--- src/rtl/rvx10_pkg.sv ---
// Shared RVX10 encodings: ALU operations, branch funct3 codes, forwarding selects.
package rvx10_pkg;

  typedef enum logic [4:0] {
    ALU_ADD  = 5'd0,
    ALU_SUB  = 5'd1,
    ALU_AND  = 5'd2,
    ALU_OR   = 5'd3,
    ALU_XOR  = 5'd4,
    ALU_SLT  = 5'd5,
    ALU_SLTU = 5'd6,
    ALU_SLL  = 5'd7,
    ALU_SRL  = 5'd8,
    ALU_SRA  = 5'd9,
    ALU_ANDN = 5'd10,
    ALU_ORN  = 5'd11,
    ALU_XNOR = 5'd12,
    ALU_MIN  = 5'd13,
    ALU_MAX  = 5'd14,
    ALU_MINU = 5'd15,
    ALU_MAXU = 5'd16,
    ALU_ROL  = 5'd17,
    ALU_ROR  = 5'd18,
    ALU_ABS  = 5'd19
  } alu_op_e;

  localparam logic [2:0] F3_BEQ  = 3'b000;
  localparam logic [2:0] F3_BNE  = 3'b001;
  localparam logic [2:0] F3_BLT  = 3'b100;
  localparam logic [2:0] F3_BGE  = 3'b101;
  localparam logic [2:0] F3_BLTU = 3'b110;
  localparam logic [2:0] F3_BGEU = 3'b111;

  localparam logic [1:0] FWD_IDEX = 2'b00;
  localparam logic [1:0] FWD_WB   = 2'b01;
  localparam logic [1:0] FWD_MEM  = 2'b10;

endpackage

--- src/rtl/rvx10_alu.sv ---
// Combinational RVX10 ALU: base RV32 ops plus bit-manip, min/max, rotate and abs.
// Unassigned operation codes produce zero.
module rvx10_alu
  import rvx10_pkg::*;
(
  input  logic [31:0] a_i,
  input  logic [31:0] b_i,
  input  logic [4:0]  alu_ctrl_i,
  output logic [31:0] result_o
);

  logic [4:0]  shamt;
  logic [5:0]  shamt_inv;
  logic        lt_s;
  logic        lt_u;

  assign shamt     = b_i[4:0];
  // a >> 32 evaluates to 0, so a rotate by zero falls out as a | 0
  assign shamt_inv = 6'd32 - {1'b0, shamt};
  assign lt_s      = $signed(a_i) < $signed(b_i);
  assign lt_u      = a_i < b_i;

  always_comb begin
    result_o = '0;
    case (alu_ctrl_i)
      ALU_ADD:  result_o = a_i + b_i;
      ALU_SUB:  result_o = a_i - b_i;
      ALU_AND:  result_o = a_i & b_i;
      ALU_OR:   result_o = a_i | b_i;
      ALU_XOR:  result_o = a_i ^ b_i;
      ALU_SLT:  result_o = {31'd0, lt_s};
      ALU_SLTU: result_o = {31'd0, lt_u};
      ALU_SLL:  result_o = a_i << shamt;
      ALU_SRL:  result_o = a_i >> shamt;
      ALU_SRA:  result_o = $unsigned($signed(a_i) >>> shamt);
      ALU_ANDN: result_o = a_i & ~b_i;
      ALU_ORN:  result_o = a_i | ~b_i;
      ALU_XNOR: result_o = ~(a_i ^ b_i);
      ALU_MIN:  result_o = lt_s ? a_i : b_i;
      ALU_MAX:  result_o = lt_s ? b_i : a_i;
      ALU_MINU: result_o = lt_u ? a_i : b_i;
      ALU_MAXU: result_o = lt_u ? b_i : a_i;
      ALU_ROL:  result_o = (a_i << shamt) | (a_i >> shamt_inv);
      ALU_ROR:  result_o = (a_i >> shamt) | (a_i << shamt_inv);
      ALU_ABS:  result_o = a_i[31] ? (32'd0 - a_i) : a_i;
      default:  result_o = '0;
    endcase
  end

endmodule

--- src/rtl/ex_stage.sv ---
// Execute stage: operand forwarding, ALU, branch/jump resolution and the EX/MEM register.
// PCSrc_E/PCTarget_E are combinational; M outputs follow one edge later (stall holds, flush bubbles).
module ex_stage
  import rvx10_pkg::*;
(
  input  logic        clk,
  input  logic        rst_n,
  input  logic        valid_E,
  input  logic [31:0] rd1_E,
  input  logic [31:0] rd2_E,
  input  logic [31:0] imm_E,
  input  logic [31:0] pc_E,
  input  logic [4:0]  rd_E,
  input  logic [4:0]  ALUCtrl_E,
  input  logic        ALUSrc_E,
  input  logic [2:0]  funct3_E,
  input  logic        RegWrite_E,
  input  logic        MemWrite_E,
  input  logic        Branch_E,
  input  logic        Jump_E,
  input  logic        Jalr_E,
  input  logic [1:0]  ResultSrc_E,
  input  logic [1:0]  FwdSel_A,
  input  logic [1:0]  FwdSel_B,
  input  logic [31:0] Result_W,
  input  logic        stall_M,
  input  logic        flush_M,
  output logic [31:0] ALUResult_M,
  output logic [31:0] WriteData_M,
  output logic [31:0] PCPlus4_M,
  output logic [4:0]  rd_M,
  output logic        RegWrite_M,
  output logic        MemWrite_M,
  output logic        valid_M,
  output logic [1:0]  ResultSrc_M,
  output logic        PCSrc_E,
  output logic [31:0] PCTarget_E
);

  logic [31:0] src_a, fwd_b, src_b, alu_y;
  logic        cond;

  logic [31:0] alu_result_q, alu_result_d;
  logic [31:0] write_data_q, write_data_d;
  logic [31:0] pc_plus4_q,   pc_plus4_d;
  logic [4:0]  rd_q,         rd_d;
  logic [1:0]  result_src_q, result_src_d;
  logic        valid_q,      valid_d;
  logic        reg_write_q,  reg_write_d;
  logic        mem_write_q,  mem_write_d;

  // MEM forwarding taps the register itself, so a stalled M stage forwards its held result
  always_comb begin
    case (FwdSel_A)
      FWD_WB:  src_a = Result_W;
      FWD_MEM: src_a = alu_result_q;
      default: src_a = rd1_E;
    endcase
    case (FwdSel_B)
      FWD_WB:  fwd_b = Result_W;
      FWD_MEM: fwd_b = alu_result_q;
      default: fwd_b = rd2_E;
    endcase
  end

  assign src_b = ALUSrc_E ? imm_E : fwd_b;

  rvx10_alu u_alu (
    .a_i        (src_a),
    .b_i        (src_b),
    .alu_ctrl_i (ALUCtrl_E),
    .result_o   (alu_y)
  );

  // Branches compare against the register operand even when ALUSrc selects the immediate
  always_comb begin
    case (funct3_E)
      F3_BEQ:  cond = (src_a == fwd_b);
      F3_BNE:  cond = (src_a != fwd_b);
      F3_BLT:  cond = ($signed(src_a) <  $signed(fwd_b));
      F3_BGE:  cond = ($signed(src_a) >= $signed(fwd_b));
      F3_BLTU: cond = (src_a <  fwd_b);
      F3_BGEU: cond = (src_a >= fwd_b);
      default: cond = 1'b0;
    endcase
  end

  assign PCSrc_E    = valid_E & (Jump_E | (Branch_E & cond));
  assign PCTarget_E = Jalr_E ? ((src_a + imm_E) & ~32'd1) : (pc_E + imm_E);

  always_comb begin
    alu_result_d = alu_y;
    write_data_d = fwd_b;
    pc_plus4_d   = pc_E + 32'd4;
    rd_d         = rd_E;
    result_src_d = ResultSrc_E;
    valid_d      = valid_E;
    reg_write_d  = RegWrite_E & valid_E;
    mem_write_d  = MemWrite_E & valid_E;
  end

  always_ff @(posedge clk or negedge rst_n) begin
    if (!rst_n) begin
      alu_result_q <= '0;
      write_data_q <= '0;
      pc_plus4_q   <= '0;
      rd_q         <= '0;
      result_src_q <= '0;
      valid_q      <= 1'b0;
      reg_write_q  <= 1'b0;
      mem_write_q  <= 1'b0;
    end else if (flush_M) begin
      alu_result_q <= '0;
      write_data_q <= '0;
      pc_plus4_q   <= '0;
      rd_q         <= '0;
      result_src_q <= '0;
      valid_q      <= 1'b0;
      reg_write_q  <= 1'b0;
      mem_write_q  <= 1'b0;
    end else if (!stall_M) begin
      alu_result_q <= alu_result_d;
      write_data_q <= write_data_d;
      pc_plus4_q   <= pc_plus4_d;
      rd_q         <= rd_d;
      result_src_q <= result_src_d;
      valid_q      <= valid_d;
      reg_write_q  <= reg_write_d;
      mem_write_q  <= mem_write_d;
    end
  end

  assign ALUResult_M = alu_result_q;
  assign WriteData_M = write_data_q;
  assign PCPlus4_M   = pc_plus4_q;
  assign rd_M        = rd_q;
  assign ResultSrc_M = result_src_q;
  assign valid_M     = valid_q;
  assign RegWrite_M  = reg_write_q;
  assign MemWrite_M  = mem_write_q;

endmodule

--- config.mk ---
export PLATFORM = sky130hd
export DESIGN_NAME = ex_stage
export DESIGN_NICKNAME = d
export VERILOG_FILES = /design/src/rtl/rvx10_pkg.sv /design/src/rtl/rvx10_alu.sv /design/src/rtl/ex_stage.sv
export SDC_FILE = /design/constraint.sdc
export NUM_CORES = 1
export LEC_CHECK = 0
export ABC_AREA = 0
export BUFFER_PORTS_ARGS = -buffer_cell sky130_fd_sc_hd__clkbuf_2
export CELL_PAD_IN_SITES_DETAIL_PLACEMENT = 1
export CELL_PAD_IN_SITES_GLOBAL_PLACEMENT = 2
export CORE_MARGIN = 8
export CORE_UTILIZATION = 35
export CTS_CLUSTER_SIZE = 30
export DETAILED_ROUTE_END_ITERATION = 16
export PLACE_DENSITY_LB_ADDON = 0.1
export SLEW_MARGIN = 0
export SYNTH_ARGS = -nofsm -noshare
export SYNTH_HDL_FRONTEND = slang
export SYNTH_SLANG_ARGS = --single-unit
export TNS_END_PERCENT = 100
--- constraint.sdc ---
create_clock -name clk -period 11.9 [get_ports clk]
set_input_delay 0 -clock clk [delete_from_list [all_inputs] [get_ports clk]]
set_output_delay 0 -clock clk [all_outputs]
set_load 0.05 [all_outputs]
==> results of run 1 <==
state kept, by name (all words and copies together) (netlist names):
| signal | count |
|---|---|
| valid_M | 1 |
| rd_M | 5 |
| PCPlus4_M | 32 |
| ResultSrc_M | 2 |
| ALUResult_M | 32 |
| RegWrite_M | 1 |
| MemWrite_M | 1 |
| WriteData_M | 32 |
kinds of logic after synthesis:
group / after synthesis
muxes: 270
xor gates and xnor gates: 154
and+or+nand+nor: 1138
buffers and inverters: 394
adders and majority gates: 168
DFF: 106
AOI/OAI and AO/OA: 1287
worst min-delay path by stage:
stage	start	to	slack [ns]
after global routing	pc_E[2]	PCPlus4_M[2]	0.04
final	pc_E[2]	PCPlus4_M[2]	0.01
after detailed placement	rst_n	PCPlus4_M[6]	-0.13
after floorplan	rst_n	ALUResult_M[0]	-0.30
after CTS	pc_E[2]	PCPlus4_M[2]	0.009
after global placement	rst_n	PCPlus4_M[6]	-0.15
routing by layer:
metal | track usage | wire (um) | up-vias
met5 | 0.00438 | 51 | -
met2 | 0.671 | 76500 | 2486
met4 | 0.315 | 16100 | 8
met1 | 0.538 | 68000 | 16300
met3 | 0.126 | 21900 | 669
li1 | - | - | 13500
layout make-up:
class / count / area [um2] / area share
timing repair buffer: 468 / 2740 / 0.0995
multi-input combinational: 3017 / 20100 / 0.732
inverter: 133 / 499 / 0.0181
clock buffer: 9 / 225 / 0.00818
clock inverter: 7 / 86.3 / 0.00314
antenna: 3 / 7.51 / 0.000273
tap: 931 / 1160 / 0.0423
sequential: 106 / 2650 / 0.0964
layout by cell type (no fill, tap or decap), drive strengths merged, types with 41 or more instances in the layout:
cell / synthesis / final
a211oi: 61 / 61
a21o: 51 / 51
a21oi: 340 / 340
a22oi: 78 / 78
buf: 98 / 128
clkbuf: 163 / 335
dfrtp: 106 / 106
ha: 164 / 164
inv: 120 / 124
mux2: 41 / 41
mux2i: 218 / 218
nand2: 340 / 340
nand3: 70 / 70
nor2: 433 / 433
nor3: 96 / 96
o211ai: 62 / 62
o21a: 42 / 42
o21ai: 280 / 280
xnor2: 109 / 109
xor2: 45 / 45
stage by stage:
step	hold WS [ns]	setup slack, ns	total power, mW	instances
global route	0.0416	4.79	3.50	4671
CTS	0.00865	5.19	3.30	4670
global placement	-0.146	5.03	2.92	4640
detailed placement	-0.135	4.87	2.94	4640
finish	0.0139	4.79	3.45	4674
floorplan	-0.296	6.62	1.95	3517
critical path, stage by stage (launching register included):
cell	delay, ns
dfrtp_1	0.56
a22oi_1	0.24
o21a_1	0.57
clkinv_1	0.80
ha_1	0.84
inv_1	0.19
a221o_1	0.42
a31oi_1	0.63
a2111o_1	0.35
a211oi_4	0.11
nor2_4	0.36
mux2i_4	0.34
nand2b_1	0.83
a222oi_1	0.29
and3_1	0.24
a32oi_1	0.20
power groups by stage:
stage,combinational (mW),clock [mW],sequential (mW)
floorplan,1.47,0,0.482
global placement,2.50,0,0.417
detailed placement,2.53,0,0.419
CTS,2.54,0.350,0.412
global route,2.73,0.356,0.415
finish,2.69,0.347,0.414
repair_timing:
| action | 4_1_cts | 5_1_grt |
|---|---|---|
| setup buffers | 0 | 0 |
| hold buffers | 14 | 0 |
| resized for setup | 0 | 0 |
| hold endpoints to repair | 57 | 0 |
==> results.py, run 1 <==
metrics = {
    "sta": {
        "rsz0062_at_grt": "no",
        "slew_violations": 2,
        "max_freq_mhz": 141,
        "worstMarginPinSlew_ns": 1.52,
        "finalSetupViolCount": 0,
        "tns_ns": 0,
        "period_minus_slack_ns": 7.11,
        "fin_crit_sh": 0.598,
        "skew_ns": 0.0115,
        "hold_violations": 0,
        "relSlewSlack": -0.0124,
    },
    "pwr": {
        "ir_drop_mv": 0.0724,
        "p_sw_mw": 2.17,
        "swShare": 0.629,
        "pwr-share-clk": 0.101,
        "sequentialPowerShare": 0.120,
        "p_int_mw": 1.28,
        "p_per_area_mw_per_mm2": 125,
        "p_leak_nw": 12.0,
        "combPwrFrac": 0.779,
    },
    "setup_path": {
        "arrival_ns": 7.42,
        "r2r-start": "ALUResult_M[5]",
        "critPathRequiredTime_ns": 12.20,
        "rrSetupSlack_ns": 4.79,
        "rr_endpoint": "ALUResult_M[23]",
        "reg2regPathDepth": 15,
        "cp-end-kind": "register",
        "crit_end": "ALUResult_M[23]",
        "worstSetupPathType": "register to register",
        "cp-startpoint": "ALUResult_M[5]",
        "cp_max_fo": 20,
        "crit_path_start_kind": "register",
    },
    "global_route": {
        "track_usage": 0.444,
        "antenna_found_initial": 7,
        "grt_max_degree": 75,
        "grt_pass1_vias": 32300,
        "grt_pass1_wl_mm": 252,
        "overflow": 0,
    },
    "drt": {
        "vias": 33000,
        "drtIter0Drc": 4593,
        "drt_wl_total_mm": 183,
        "drcViolationCount": 0,
        "viasPerCell": 7.06,
        "dr.pass1.iters": 8,
        "antenna_left": 0,
        "wire_per_inst_um": 39.1,
    },
    "logic_synthesis": {
        "yosysWarningCount": 0,
        "synth_seq_area_share": 0.109,
        "yosysMostFrequentCell": "nor2_1",
        "synthAdderAreaFrac": 0.0876,
        "synth_compound_area_frac": 0.348,
        "synthCells": 3517,
        "synthSimpleGateAreaFrac": 0.209,
        "synth_xor_xnor_area_share": 0.0573,
        "synth_top_family_by_area": "compound AO/OA/AOI/OAI gates",
        "synth_common_cells": "nor2_1, nand2_1, a21oi_1",
        "yosysTopAreaCellShare": 0.109,
        "synth_area_mm2": 0.0243,
        "synth_edf_count": 0,
        "ys_ff_latch": 106,
        "synth_top_area_cell": "dfrtp_1",
        "synthArstFlopShare": 1.00,
        "synth_cell_type_count": 99,
        "synth_ff_type": "dfrtp_1",
        "netlist_top_cells_area": "dfrtp_1, mux2i_1, ha_1",
        "syn_nets": 3875,
        "syn_area_per_cell_um2": 6.92,
        "synthMuxAreaShare": 0.119,
    },
    "die": {
        "die_y_um": 280,
        "die_area_mm2": 0.0782,
        "core.rowCount": 96,
        "io_pins": 329,
        "core_area_mm2": 0.0687,
        "die_w_um": 280,
        "start_util": 0.354,
    },
    "cts": {
        "h-tree-depth": 3,
        "clk_pin_slew_worst_paths_ns": 0.10,
        "clk_path_buf_depth": 2,
        "cts_root_buf": "clkbuf_16",
        "cts_inserted_buffers": 9,
        "clock_sinks": 106,
        "clock_latency_ns": 0.41,
        "cts_tree": "done",
    },
    "final_layout": {
        "syn2layout_area_growth_pct": 13.1,
        "drive_gt1_frac": 0.158,
        "final_util": 0.401,
        "final_cell_area_mm2": 0.0275,
        "num-fill-cells": 8895,
        "nets": 4093,
    },
    "status": {
        "status": "complete, but fails checks",
        "violations": "capacitance limit, slew limit",
    },
    "placed_design": {
        "port_buffers": 328,
        "place_congestion": 1.12,
        "dp.final_hpwl_mm": 141,
        "place_area_mm2": 0.0270,
    },
    "min_path": {
        "hold_path_class": "input port to register",
        "holdPathStages": 4,
    },
    "job": {
        "maxCapViolations": 2,
    },
}
Note: power is estimated with default switching activity, not from simulation.
==> run 2, diff against run 1 <==
--- a/config.mk
+++ b/config.mk
@@ -10,7 +10,7 @@
 export CELL_PAD_IN_SITES_DETAIL_PLACEMENT = 1
 export CELL_PAD_IN_SITES_GLOBAL_PLACEMENT = 2
 export CORE_MARGIN = 8
-export CORE_UTILIZATION = 35
+export CORE_UTILIZATION = 31
 export CTS_CLUSTER_SIZE = 30
 export DETAILED_ROUTE_END_ITERATION = 16
 export PLACE_DENSITY_LB_ADDON = 0.1
==> constraint.sdc (replaced) <==
create_clock -name clk -period 6.3 [get_ports clk]
set_input_delay 0 -clock clk [delete_from_list [all_inputs] [get_ports clk]]
set_output_delay 0 -clock clk [all_outputs]
set_load 0.05 [all_outputs]
==> results.py, run 2 (same netlist as run 1, synthesis figures left out) <==
metrics = {
    "global_route": {
        "antenna_found_initial": 9,
        "grt_max_degree": 76,
        "grt_pass1_vias": 33300,
        "grt_pass1_wl_mm": 262,
        "overflow": 0,
        "track_usage": 0.415,
    },
    "sta": {
        "hold_violations": 0,
        "fin_ws_ns": 0.375,
        "skew_ns": 0.0289,
        "finalSetupViolCount": 0,
        "period_minus_slack_ns": 5.92,
        "fin_crit_sh": 0.940,
        "relSlewSlack": -0.0223,
        "slew_violations": 3,
        "max_freq_mhz": 169,
        "whs_ns": 0.0322,
        "tns_ns": 0,
        "rsz0062_at_grt": "no",
        "worstMarginPinSlew_ns": 1.52,
    },
    "placed_design": {
        "dp.final_hpwl_mm": 153,
        "port_buffers": 328,
        "pre_cts_ws_ns": 0.413,
        "place_area_mm2": 0.0284,
        "place_congestion": 1.08,
    },
    "setup_path": {
        "cp-end-kind": "register",
        "rrSetupSlack_ns": 0.38,
        "cp_max_fo": 10,
        "max_stage_delay_ns": 0.61,
        "critPathRequiredTime_ns": 6.57,
        "cp-startpoint": "ALUResult_M[3]",
        "worstSetupPathType": "register to register",
        "crit_top_cell": "buf_4",
        "arrival_ns": 6.19,
        "crit_chain": "a22oi_1 > o21a_1 > clkinv_1 > buf_4 > ha_1 > nand3b_1 > nor3b_1 > mux2i_1 > a2111o_1 > a211oi_4 > nor2_4 > mux2i_4 > nor3_2 > buf_4 > o21ai_0 > a2111oi_0 > a21oi_1",
        "r2r-start": "ALUResult_M[3]",
        "crit_path_start_kind": "register",
        "crit_end": "ALUResult_M[9]",
        "rr_endpoint": "ALUResult_M[9]",
        "reg2regPathDepth": 17,
        "crit_slowest_cell": "dfrtp_1",
    },
    "min_path": {
        "hold_path_class": "input port to register",
    },
    "die": {
        "die_w_um": 296,
        "core_area_mm2": 0.0776,
        "core.rowCount": 102,
        "start_util": 0.314,
        "die_area_mm2": 0.0877,
        "io_pins": 329,
        "die_y_um": 296,
    },
    "cts": {
        "h-tree-depth": 3,
        "cts_tree": "done",
        "clock_latency_ns": 0.43,
        "cts_inserted_buffers": 9,
        "cts_setup_buffers": 0,
        "clk_path_buf_depth": 2,
        "clk_pin_slew_worst_paths_ns": 0.09,
        "clock_sinks": 106,
        "cts_root_buf": "clkbuf_16",
    },
    "drt": {
        "drt_wl_total_mm": 191,
        "drcViolationCount": 0,
        "drtIter0Drc": 3881,
        "vias": 33400,
        "dr.pass1.iters": 6,
        "viasPerCell": 6.77,
        "antenna_left": 0,
        "wire_per_inst_um": 38.6,
    },
    "pwr": {
        "p_leak_nw": 12.8,
        "ir_drop_mv": 0.178,
        "p_per_area_mw_per_mm2": 237,
    },
    "final_layout": {
        "num-fill-cells": 9930,
        "drive_gt1_frac": 0.193,
        "final_cell_area_mm2": 0.0289,
        "ff_latch_area_mm2": 0.00265,
        "syn2layout_area_growth_pct": 18.7,
        "final_common_cell": "nor2_1",
        "layout_common_cells": "nor2_1, nand2_1, a21oi_1",
        "multi_input_area_mm2": 0.0201,
        "nets": 4249,
    },
    "status": {
        "status": "complete, but fails checks",
        "violations": "capacitance limit, slew limit",
    },
    "job": {
        "maxCapViolations": 2,
    },
}
[run 2: changes by cell type in the layout (fill, tap and decap cells not counted), moves of 2 or more]
| cell | change |
|---|---|
| buf_4 | +154 |
| a21oi_2 | +2 |
| buf_12 | +4 |
| a21oi_1 | -2 |
[run 2: metrics by stage]
stage / power [mW] / utilization / cells
final: 6.84 / 0.372 / 4939
after floorplan: 3.68 / - / 3517
after detailed placement: 5.93 / 0.366 / 4907
after global placement: 5.88 / 0.366 / 4907
after CTS: 6.63 / 0.372 / 4936
after global routing: 6.98 / 0.372 / 4936
[run 2: final cells by class]
cell class	instances	share of cell area
antenna	3	0.000260
clock buffer	9	0.00780
clock inverter	7	0.00316
inverter	133	0.0173
multi-input combinational	3017	0.698
sequential	106	0.0919
tap	1040	0.0451
timing repair buffer	624	0.137
[run 2: repair_timing]
| item | 4_1_cts | 5_1_grt |
|---|---|---|
| endpoints found under the setup margin | 0 | 1 |
| gates resized for setup | 0 | 1 |
| hold buffers | 13 | 0 |
| endpoints found under the hold margin | 59 | 0 |
[run 2: power by group]
part,internal (mW),switching (mW),total [mW]
Combinational,1.60,3.78,5.38
Sequential,0.721,0.0597,0.781
Clock,0.290,0.386,0.676
Total,2.61,4.23,6.84
[run 2: per-layer routing]
layer,GRT usage,vias to the layer above,part of all wire
met5,0,-,0.00023
met1,0.487,16600,0.37
met2,0.650,2242,0.43
met4,0.329,6,0.097
met3,0.0963,670,0.099
li1,-,13900,-
[run 2: worst min-delay path by stage]
| stage | slack (ns) | depth (start not counted) | end | start |
|---|---|---|---|---|
| after detailed placement | 0.10 | 1 | PCPlus4_M[10] | rst_n |
| after global routing | 0.04 | 5 | PCPlus4_M[7] | pc_E[7] |
| after global placement | 0.09 | 1 | PCPlus4_M[8] | rst_n |
| after CTS | 0.02 | 4 | PCPlus4_M[3] | pc_E[3] |
| final | 0.03 | 4 | PCPlus4_M[3] | pc_E[3] |
| after floorplan | -0.30 | 0 | ALUResult_M[0] | rst_n |
[run 2: critical path: cells and delay by family (launching register included)]
kind                     cells  cell delay, ns
AND/OR/NAND/NOR              4            1.05
flip-flops                   1            0.61
adder cells (fa/ha/maj)      1            0.50
multiplexers                 2            0.39
AO/OA/AOI/OAI                7            2.58
buffers and inverters        3            0.65
